`config.mk`:
```
export PLATFORM = sky130hd
export DESIGN_NAME = cache_port_arbiter
export DESIGN_NICKNAME = d
export VERILOG_FILES = /design/src/rtl/cache_port_arbiter.sv
export SDC_FILE = /design/constraint.sdc
export NUM_CORES = 1
export LEC_CHECK = 0
export CORE_UTILIZATION = 42
export DETAILED_ROUTE_END_ITERATION = 8
export GPL_TIMING_DRIVEN = 0
export PLACE_DENSITY = 0.81
export SYNTH_ARGS = -nofsm -noshare
export SYNTH_HDL_FRONTEND = slang
export SYNTH_SLANG_ARGS = --single-unit
```
`constraint.sdc`:
```
create_clock -name clk -period 2.38 [get_ports clk]
set_input_delay 0.357 -clock clk [delete_from_list [all_inputs] [get_ports clk]]
set_output_delay 0.357 -clock clk [all_outputs]
set_load 0.05 [all_outputs]
```
`src/rtl/cache_port_arbiter.sv`:
```
// Two-requester round-robin arbiter for the core_top cache port.
// Reads are tagged in a requester-ID FIFO so in-order responses route back to their owner.
module cache_port_arbiter #(
  parameter int unsigned ADDR_W    = 21,
  parameter int unsigned DATA_W    = 32,
  parameter int unsigned TAG_DEPTH = 4
) (
  input  logic              clk,
  input  logic              reset,
  input  logic              m0_req_valid,
  output logic              m0_req_ready,
  input  logic [ADDR_W-1:0] m0_req_addr,
  input  logic [DATA_W-1:0] m0_req_data,
  input  logic              m0_req_wr,
  output logic              m0_rsp_valid,
  output logic [DATA_W-1:0] m0_rsp_data,
  input  logic              m1_req_valid,
  output logic              m1_req_ready,
  input  logic [ADDR_W-1:0] m1_req_addr,
  input  logic [DATA_W-1:0] m1_req_data,
  input  logic              m1_req_wr,
  output logic              m1_rsp_valid,
  output logic [DATA_W-1:0] m1_rsp_data,
  output logic              cache_req_valid,
  input  logic              cache_req_ready,
  output logic [ADDR_W-1:0] cache_req_addr,
  output logic [DATA_W-1:0] cache_req_data,
  output logic              cache_req_wr,
  input  logic              cache_rsp_valid,
  input  logic [DATA_W-1:0] cache_rsp_data,
  output logic              rsp_err
);

  localparam int unsigned PTR_W = $clog2(TAG_DEPTH);
  localparam int unsigned CNT_W = PTR_W + 1;

  localparam logic [0:0] IDLE  = 1'b0;
  localparam logic [0:0] ISSUE = 1'b1;

  logic [0:0]           state;
  logic [0:0]           state_next;
  logic                 rr_ptr;
  logic                 issue_id;
  logic [CNT_W-1:0]     cnt;
  logic [PTR_W-1:0]     wr_ptr;
  logic [PTR_W-1:0]     rd_ptr;
  logic [TAG_DEPTH-1:0] id_mem;
  logic                 tags_free;
  logic                 elig0;
  logic                 elig1;
  logic                 grant0;
  logic                 grant1;
  logic                 push;
  logic                 pop;
  logic                 head_id;

  // Next-state, grant and FIFO control; rr_ptr=1 favours M1 on a tie
  always_comb begin
    state_next = state;
    grant0     = 1'b0;
    grant1     = 1'b0;
    push       = 1'b0;
    tags_free  = (cnt < CNT_W'(TAG_DEPTH));
    elig0      = m0_req_valid && (!m0_req_wr || tags_free);
    elig1      = m1_req_valid && (!m1_req_wr || tags_free);
    pop        = cache_rsp_valid && (cnt != '0);
    head_id    = id_mem[rd_ptr];
    case (state)
      IDLE: begin
        if (elig0 && (!elig1 || !rr_ptr)) begin
          grant0     = 1'b1;
          state_next = ISSUE;
        end else if (elig1) begin
          grant1     = 1'b1;
          state_next = ISSUE;
        end
      end
      ISSUE: begin
        if (cache_req_ready) begin
          state_next = IDLE;
          push       = cache_req_wr;
        end
      end
      default: state_next = IDLE;
    endcase
  end

  assign m0_req_ready = grant0;
  assign m1_req_ready = grant1;

  always_ff @(posedge clk or negedge reset) begin
    if (!reset) state <= IDLE;
    else        state <= state_next;
  end

  // Request stage: latch the winner's payload and hold it until the cache accepts
  always_ff @(posedge clk or negedge reset) begin
    if (!reset) begin
      cache_req_valid <= 1'b0;
      cache_req_addr  <= '0;
      cache_req_data  <= '0;
      cache_req_wr    <= 1'b0;
      issue_id        <= 1'b0;
      rr_ptr          <= 1'b0;
    end else if (grant0 || grant1) begin
      cache_req_valid <= 1'b1;
      cache_req_addr  <= grant1 ? m1_req_addr : m0_req_addr;
      cache_req_data  <= grant1 ? m1_req_data : m0_req_data;
      cache_req_wr    <= grant1 ? m1_req_wr   : m0_req_wr;
      issue_id        <= grant1;
      rr_ptr          <= !grant1;
    end else if (state == ISSUE && cache_req_ready) begin
      cache_req_valid <= 1'b0;
    end
  end

  // Requester-ID FIFO of outstanding reads
  always_ff @(posedge clk or negedge reset) begin
    if (!reset) begin
      id_mem <= '0;
      wr_ptr <= '0;
      rd_ptr <= '0;
      cnt    <= '0;
    end else begin
      if (push) begin
        id_mem[wr_ptr] <= issue_id;
        wr_ptr         <= wr_ptr + PTR_W'(1);
      end
      if (pop) rd_ptr <= rd_ptr + PTR_W'(1);
      cnt <= cnt + CNT_W'(push) - CNT_W'(pop);
    end
  end

  // Response routing, one cycle after the cache response
  always_ff @(posedge clk or negedge reset) begin
    if (!reset) begin
      m0_rsp_valid <= 1'b0;
      m0_rsp_data  <= '0;
      m1_rsp_valid <= 1'b0;
      m1_rsp_data  <= '0;
      rsp_err      <= 1'b0;
    end else begin
      m0_rsp_valid <= pop && !head_id;
      m1_rsp_valid <= pop && head_id;
      if (pop && !head_id) m0_rsp_data <= cache_rsp_data;
      if (pop && head_id)  m1_rsp_data <= cache_rsp_data;
      if (cache_rsp_valid && cnt == '0) rsp_err <= 1'b1;
    end
  end

endmodule

```
==> out/qor.txt, run 1 <==
Post-synth EDFFs: 0
skew final: 0.006045 ns
pin count of the biggest net entering global routing: 82
CTS tree: yes
final std cell area, no fill: 0.009514 sq mm
worst path cell trace: clkdlybuf4s50_1 -> a21bo_2 -> o2111ai_2 -> buf_6 -> buf_6 -> inv_1 -> buf_2
Placed Area: 0.008823 sq mm
Final Util: 70.72%
R2R Setup Slk: 0.09 ns
RR Endpoint: cnt[2]
Root Buffer: clkbuf_16
# rows: 42
area leader, netlist: dfrtp_1
Final period util: 96.44%
global-route wire length before repair: 25520 um
share of layout cells above drive strength 1: 17.77%
DRT iter0 DRCs: 207
most numerous cell in the Yosys netlist: dfrtp_1
core area: 0.01345 sq mm
WL/cell: 17.70 um
Worst-path clk slew: 0.06 ns
Worst Setup Slack, final: 0.08471 ns
cell count after synthesis: 446
Psw: 7540 uW
Detail Route Antenna Nets: 0
CP top delay family: buffers and inverters
Port Buffers: 269
Mapped Avg Cell Area: 13.19 sq um
cell area power density: 1729 mW/mm^2
outcome: finished clean
io pins: 270
startpoint types: input pin
RD Place Congestion: 0.7880
Yosys warning total: 0
Antenna Cells: 0
total CTS buffers: 17
HPWL reported at the end of detailed placement: 12410 um
Crit-path slowest cell: clkdlybuf4s50_1
Starting Density: 43.71%
Int Power: 8914 uW
synthesized area: 0.005881 sq mm
Post-synth top flop: dfrtp_1
hold path depth: 1
top-area cell type share of the netlist area: 57.87%
Sink Count: 136
Distinct cells, synth: 30
Final #Nets: 895
CP max FO: 10
Post-synth top cells: dfrtp_1 (136), a21oi_1 (55), nor2_1 (55), mux2i_1 (54), mux2_2 (35)
nature of the critical path endpoint: output port
Synth area leaders: dfrtp_1 (58%), mux2i_1 (9.2%), mux2_4 (7.4%)
Hold Crit Class: flip-flop to flip-flop
Slew @ Worst Pin: 0.5878 ns
critical setup path kind: input pin to output port
sequential power share: 25.5%
H-tree levels: 4
total grt overflow: 0
final setup fails: 0
max_slew headroom: 60.69%
via count: 4651
total power: 16450 uW
Logic pwr share: 57.7%
Async S/R FF share, synth: 100.0%
DRC violations left: 0
crit path DAT: 1.94 ns
Buf+Inv Stages, Crit Path: 5
Critical Path RT: 2.02 ns
f_max: 435.7 MHz
Pleak: 0.004334 uW
vias in the first global route: 4901
FF+latch count, synth: 136
CP max stage delay: 0.50 ns
Final Max Tran Viols: 0
drt first pass iters: 4
Final Critical Period: 2.295 ns
die width: 120.3 um
Peak supply drop: 0.0007535 V
area delta synth->final: 61.79%
switching share of power: 45.82%
final WL: 16460 um
RSZ-0062 raised after global routing: yes
Max Root-Sink Buffers: 2
Via density: 5.001
most used cell, CP: buf_6
die area: 0.01448 sq mm
clock share of power: 16.8%
worst skew pair latency: 0.41 ns
pre-CTS WS: -0.5099 ns
R2R cell count: 10
maxcap violations: 0
Global Route Usage Sum: 23.03%
Die H: 120.3 um
worst hold endpoint: rd_ptr[1]
Hold Startpoint: rd_ptr[1]
Syn Nets: 599
register area share after synthesis: 57.87%
initial antenna violation count: 0
Worst R2R Start: cnt[2]
Final Hold Violating Endpoints: 0
==> power groups by stage <==
stage	registers [uW]	logic (uW)	clock network (uW)
2_1_floorplan	7770	2670	0
3_3_place_gp	4120	9300	0
3_5_place_dp	4200	9470	0
4_1_cts	4180	9510	2820
5_1_grt	4330	9920	2920
6_report	4200	9490	2770
==> metrics by stage <==
stage	hold slack (ns)	instances	TNS [ns]
CTS	0.4877	924	0
floorplan	0.06141	446	0
global placement	0.4440	891	-566.73
global route	0.5124	930	-0.07855
detailed placement	0.3536	892	-1.350
finish	0.4851	930	0
==> worst max path at each step <==
stage	from	end	slack [ns]	cells after the start
final	m0_req_valid	m1_req_ready	0.08	7
after global routing	cnt[2]	cnt[2]	-0.06	10
after CTS	cnt[2]	m0_req_ready	0.008	3
after detailed placement	m0_req_valid	m1_req_ready	-0.51	7
after global placement	reset	cache_req_wr	-4.66	1
after floorplan	cache_req_wr	cnt[2]	0.12	10
==> what timing repair did <==
| item | in CTS | in global routing |
|---|---|---|
| buffers inserted | 0 | 6 |
| resized for setup | 10 | 5 |
| endpoints found under the hold margin | 55 | 0 |
| hold buffers | 1 | 0 |
| endpoints found under the setup margin | 3 | 3 |
==> area by class of cell <==
class                           count  area (sq um)
Buffer                             25         214.0
Fill cell                         953          3939
Tap cell                          176         220.2
Multi-Input combinational cell    273          2235
Clock inverter                     12         175.2
Inverter                           12         45.04
Sequential cell                   136          3406
Clock buffer                       19         452.9
Timing Repair Buffer              277          2766
==> layout by cell type (no fill, tap or decap), drive strengths merged, types with 12 or more instances in the layout <==
master,synthesis,layout
mux2,64,64
nor2,56,56
a21oi,55,55
dfrtp,136,136
nand2,12,12
clkdlybuf4s50,0,266
clkbuf,6,26
buf,19,28
inv,12,12
mux2i,54,54
==> state kept, by name, indices dropped and copies added (netlist names) <==
signal           flops
id_mem               4
rd_ptr               2
cache_req_addr      21
rr_ptr               1
issue_id             1
rsp_err              1
cnt                  3
state                1
m0_rsp_data         32
cache_req_data      32
wr_ptr               2
m1_rsp_valid         1
cache_req_wr         1
m1_rsp_data         32
m0_rsp_valid         1
cache_req_valid      1
==> routing by layer <==
layer | track usage [%] | up-vias | routed length [um]
met5 | 0 | - | 0
met4 | 11.11 | 0 | 556
met3 | 5.708 | 39 | 996
met2 | 40.80 | 175 | 8624
met1 | 25.85 | 2303 | 6282
li1 | - | 2134 | -
==> kinds of logic after synthesis <==
family | Yosys count | share of synthesized area [%]
flip-flops | 136 | 57.87
multiplexers | 119 | 23.68
AO/OA/AOI/OAI | 69 | 6.383
AND/OR/NAND/NOR | 73 | 5.383
XOR/XNOR | 5 | 0.7446
buffers and inverters | 37 | 4.319
adder cells (fa/ha/maj) | 7 | 1.617
Power figures use the tool's default switching activity.
==> run 2: changes to the inputs <==
==> constraint.sdc (replaced) <==
create_clock -name clk -period 2.38 [get_ports clk]
set_input_delay 0.238 -clock clk [delete_from_list [all_inputs] [get_ports clk]]
set_output_delay 0.238 -clock clk [all_outputs]
set_load 0.05 [all_outputs]
==> run 2 against run 1 <==
  * Utilization fell by 0.17 points
  * Die area did not move
  * Final cell count fell by 0.43%
  * Maximum frequency rose by 1.0%
  * Routed wire length rose by 0.21%
  * Sequential share of layout area rose by 0.098 points
  * Via count fell by 0.56%
  * Clock skew rose by 0.00076 ns
  * Hold slack got worse by 0.094 ns
  * Power barely moved
  * Combinational power barely moved
  * Critical path type is now flip-flop to flip-flop
  * Critical endpoint is now cnt[2]
==> out/qor.txt, run 2 (synthesis gave the netlist of run 1 again) <==
critical setup path kind: flip-flop to flip-flop (was input pin to output port)
Int Power: 8906 uW (was 8914 uW)
clock share of power: 16.8% (about the same)
Global Route Usage Sum: 22.93% (was 23.03%)
top routing layer used: met4 (unchanged)
Final Max Tran Viols: 0 (unchanged)
area delta synth->final: 61.40% (was 61.79%)
final std cell area, no fill: 0.009492 sq mm (was 0.009514 sq mm)
nature of the critical path endpoint: flip-flop (was output port)
DRT iter0 DRCs: 166 (was 207)
worst hold slack: 0.3908 ns (was 0.4851 ns)
outcome: finished clean (unchanged)
commonest non-fill, non-tap cell in the layout: clkdlybuf4s50_1 (unchanged)
sequential power share: 25.5% (about the same)
routed wl met2: 8650 um (was 8624 um)
Worst R2R Start: cnt[2] (unchanged)
Sink Count: 136 (unchanged)
# rows: 42 (unchanged)
Via density: 4.995 (was 5.001)
Placed Area: 0.008823 sq mm (unchanged)
total grt overflow: 0 (unchanged)
Root Buffer: clkbuf_16 (unchanged)
cell area power density: 1734 mW/mm^2 (was 1729 mW/mm^2)
Peak supply drop: 0.0007515 V (was 0.0007535 V)
RD Place Congestion: 0.7880 (unchanged)
Pleak: 0.004319 uW (was 0.004334 uW)
HPWL reported at the end of detailed placement: 12410 um (unchanged)
Psw: 7548 uW (was 7540 uW)
total CTS buffers: 17 (unchanged)
CTS tree: yes (unchanged)
share of layout cells above drive strength 1: 17.33% (was 17.77%)
Logic pwr share: 57.6% (was 57.7%)
Port Buffers: 269 (unchanged)
via count: 4625 (was 4651)
skew final: 0.006804 ns (was 0.006045 ns)
most frequent cells in the layout: clkdlybuf4s50_1 (266), dfrtp_1 (133), nor2_1 (55), a21oi_1 (55), mux2i_1 (54) (was clkdlybuf4s50_1 (266), dfrtp_1 (134), nor2_1 (55), a21oi_1 (55), mux2i_1 (54))
worst path cell trace: nor3_4 -> nand2b_4 -> inv_1 -> ha_1 -> inv_1 -> ha_1 -> inv_1 -> fa_1 -> xnor2_1 -> xnor2_1 (was clkdlybuf4s50_1 -> a21bo_2 -> o2111ai_2 -> buf_6 -> buf_6 -> inv_1 -> buf_2)
global-route wire length before repair: 25390 um (was 25520 um)
DRC violations left: 0 (unchanged)
Antenna Cells: 0 (unchanged)
Critical Path RT: 2.71 ns (was 2.02 ns)
Max Root-Sink Buffers: 2 (unchanged)
pin count of the biggest net entering global routing: 82 (unchanged)
H-tree levels: 4 (unchanged)
die area: 0.01448 sq mm (unchanged)
Final Critical Period: 2.272 ns (was 2.295 ns)
Hold Crit Class: input pin to async pin (was flip-flop to flip-flop)
maxcap violations: 0 (unchanged)
Crit-path slowest cell: dfrtp_2 (was clkdlybuf4s50_1)
fill cell count: 958 (was 953)
io pins: 270 (unchanged)
die width: 120.3 um (unchanged)
Final Hold Violating Endpoints: 0 (unchanged)
Detail Route Antenna Nets: 0 (unchanged)
most used cell, CP: inv_1 (was buf_6)
worst skew pair latency: 0.41 ns (about the same)
Metal-1 WL: 6340 um (was 6282 um)
Slew @ Worst Pin: 0.5879 ns (was 0.5878 ns)
WL met3: 988 um (was 996 um)
drt first pass iters: 6 (was 4)
critical path launch point: cnt[2] (was m0_req_valid)
crit path DAT: 2.60 ns (was 1.94 ns)
Worst-path clk slew: 0.06 ns (about the same)
Final period util: 95.47% (was 96.44%)
CP max stage delay: 0.44 ns (was 0.50 ns)
Starting Density: 43.71% (unchanged)
max_slew headroom: 60.68% (was 60.69%)
Final #Nets: 891 (was 895)
CP top delay family: adder cells (was buffers and inverters)
switching share of power: 45.87% (was 45.82%)
startpoint types: flip-flop (was input pin)
core area: 0.01345 sq mm (unchanged)
Buf+Inv Stages, Crit Path: 3 (was 5)
f_max: 440.1 MHz (was 435.7 MHz)
final setup fails: 0 (unchanged)
final WL: 16500 um (was 16460 um)
biggest regs: cache_req_data x32, m0_rsp_data x32, m1_rsp_data x32 (unchanged)
WL/cell: 17.81 um (was 17.70 um)
CP max FO: 4 (was 10)
initial antenna violation count: 0 (unchanged)
vias in the first global route: 4880 (was 4901)
Die H: 120.3 um (unchanged)
[run 2: cell type report]
type	instances	area [sq um]	share of cell area (%)
sequential	136	3407	35.90
clock inverter	12	175.2	1.846
clock buffer	19	452.9	4.772
timing repair buffer	274	2748	28.95
multi-input combinational	273	2235	23.54
tap	176	220.2	2.320
inverter	12	45.04	0.4746
buffer	24	209.0	2.201
[run 2: power groups by stage]
| stage | Sequential, uW | Clock [uW] | Combinational, uW |
|---|---|---|---|
| after floorplan | 7770 | 0 | 2670 |
| after global placement | 4120 | 0 | 9300 |
| after detailed placement | 4200 | 0 | 9470 |
| after CTS | 4180 | 2820 | 9510 |
| after global routing | 4320 | 2920 | 9910 |
| final | 4200 | 2770 | 9490 |
[run 2: worst paths after layout]
kind	cells after the start	slack [ns]	endpoint
min in group clk	2	0.44	state
setup / recovery	10	0.11	cnt[2]
max in group asynchronous	3	1.20	cache_req_wr
hold / removal	2	0.39	m0_rsp_data[20]
setup reg to reg	10	0.11	cnt[2]
hold reg to reg	1	0.48	rd_ptr[1]
[run 2: metrics by stage]
step | std cells | worst slack (ns) | utilization (%) | total power (uW) | TNS, ns
detailed placement | 892 | -0.2719 | 65.59 | 13670 | -0.6359
global route | 926 | -0.01961 | 70.55 | 17160 | -0.01961
global placement | 891 | -4.539 | 65.37 | 13420 | -549.84
CTS | 924 | -0.06560 | 70.34 | 16510 | -0.1086
floorplan | 446 | 0.1174 | - | 10440 | 0
finish | 926 | 0.1079 | 70.55 | 16450 | 0
[run 2: layer usage]
| metal | vias up | global-route usage (%) |
|---|---|---|
| met1 | 2287 | 25.66 |
| met4 | 0 | 10.49 |
| met5 | - | 0 |
| met2 | 169 | 40.95 |
| li1 | 2130 | - |
| met3 | 39 | 5.708 |
[run 2: what timing repair did]
item | in CTS | in global routing
gates cloned | 0 | 0
setup buffers | 0 | 3
hold buffers | 1 | 0
endpoints found under the hold margin | 55 | 0
gates resized for setup | 3 | 6
pin swaps | 0 | 1
endpoints found under the setup margin | 3 | 3
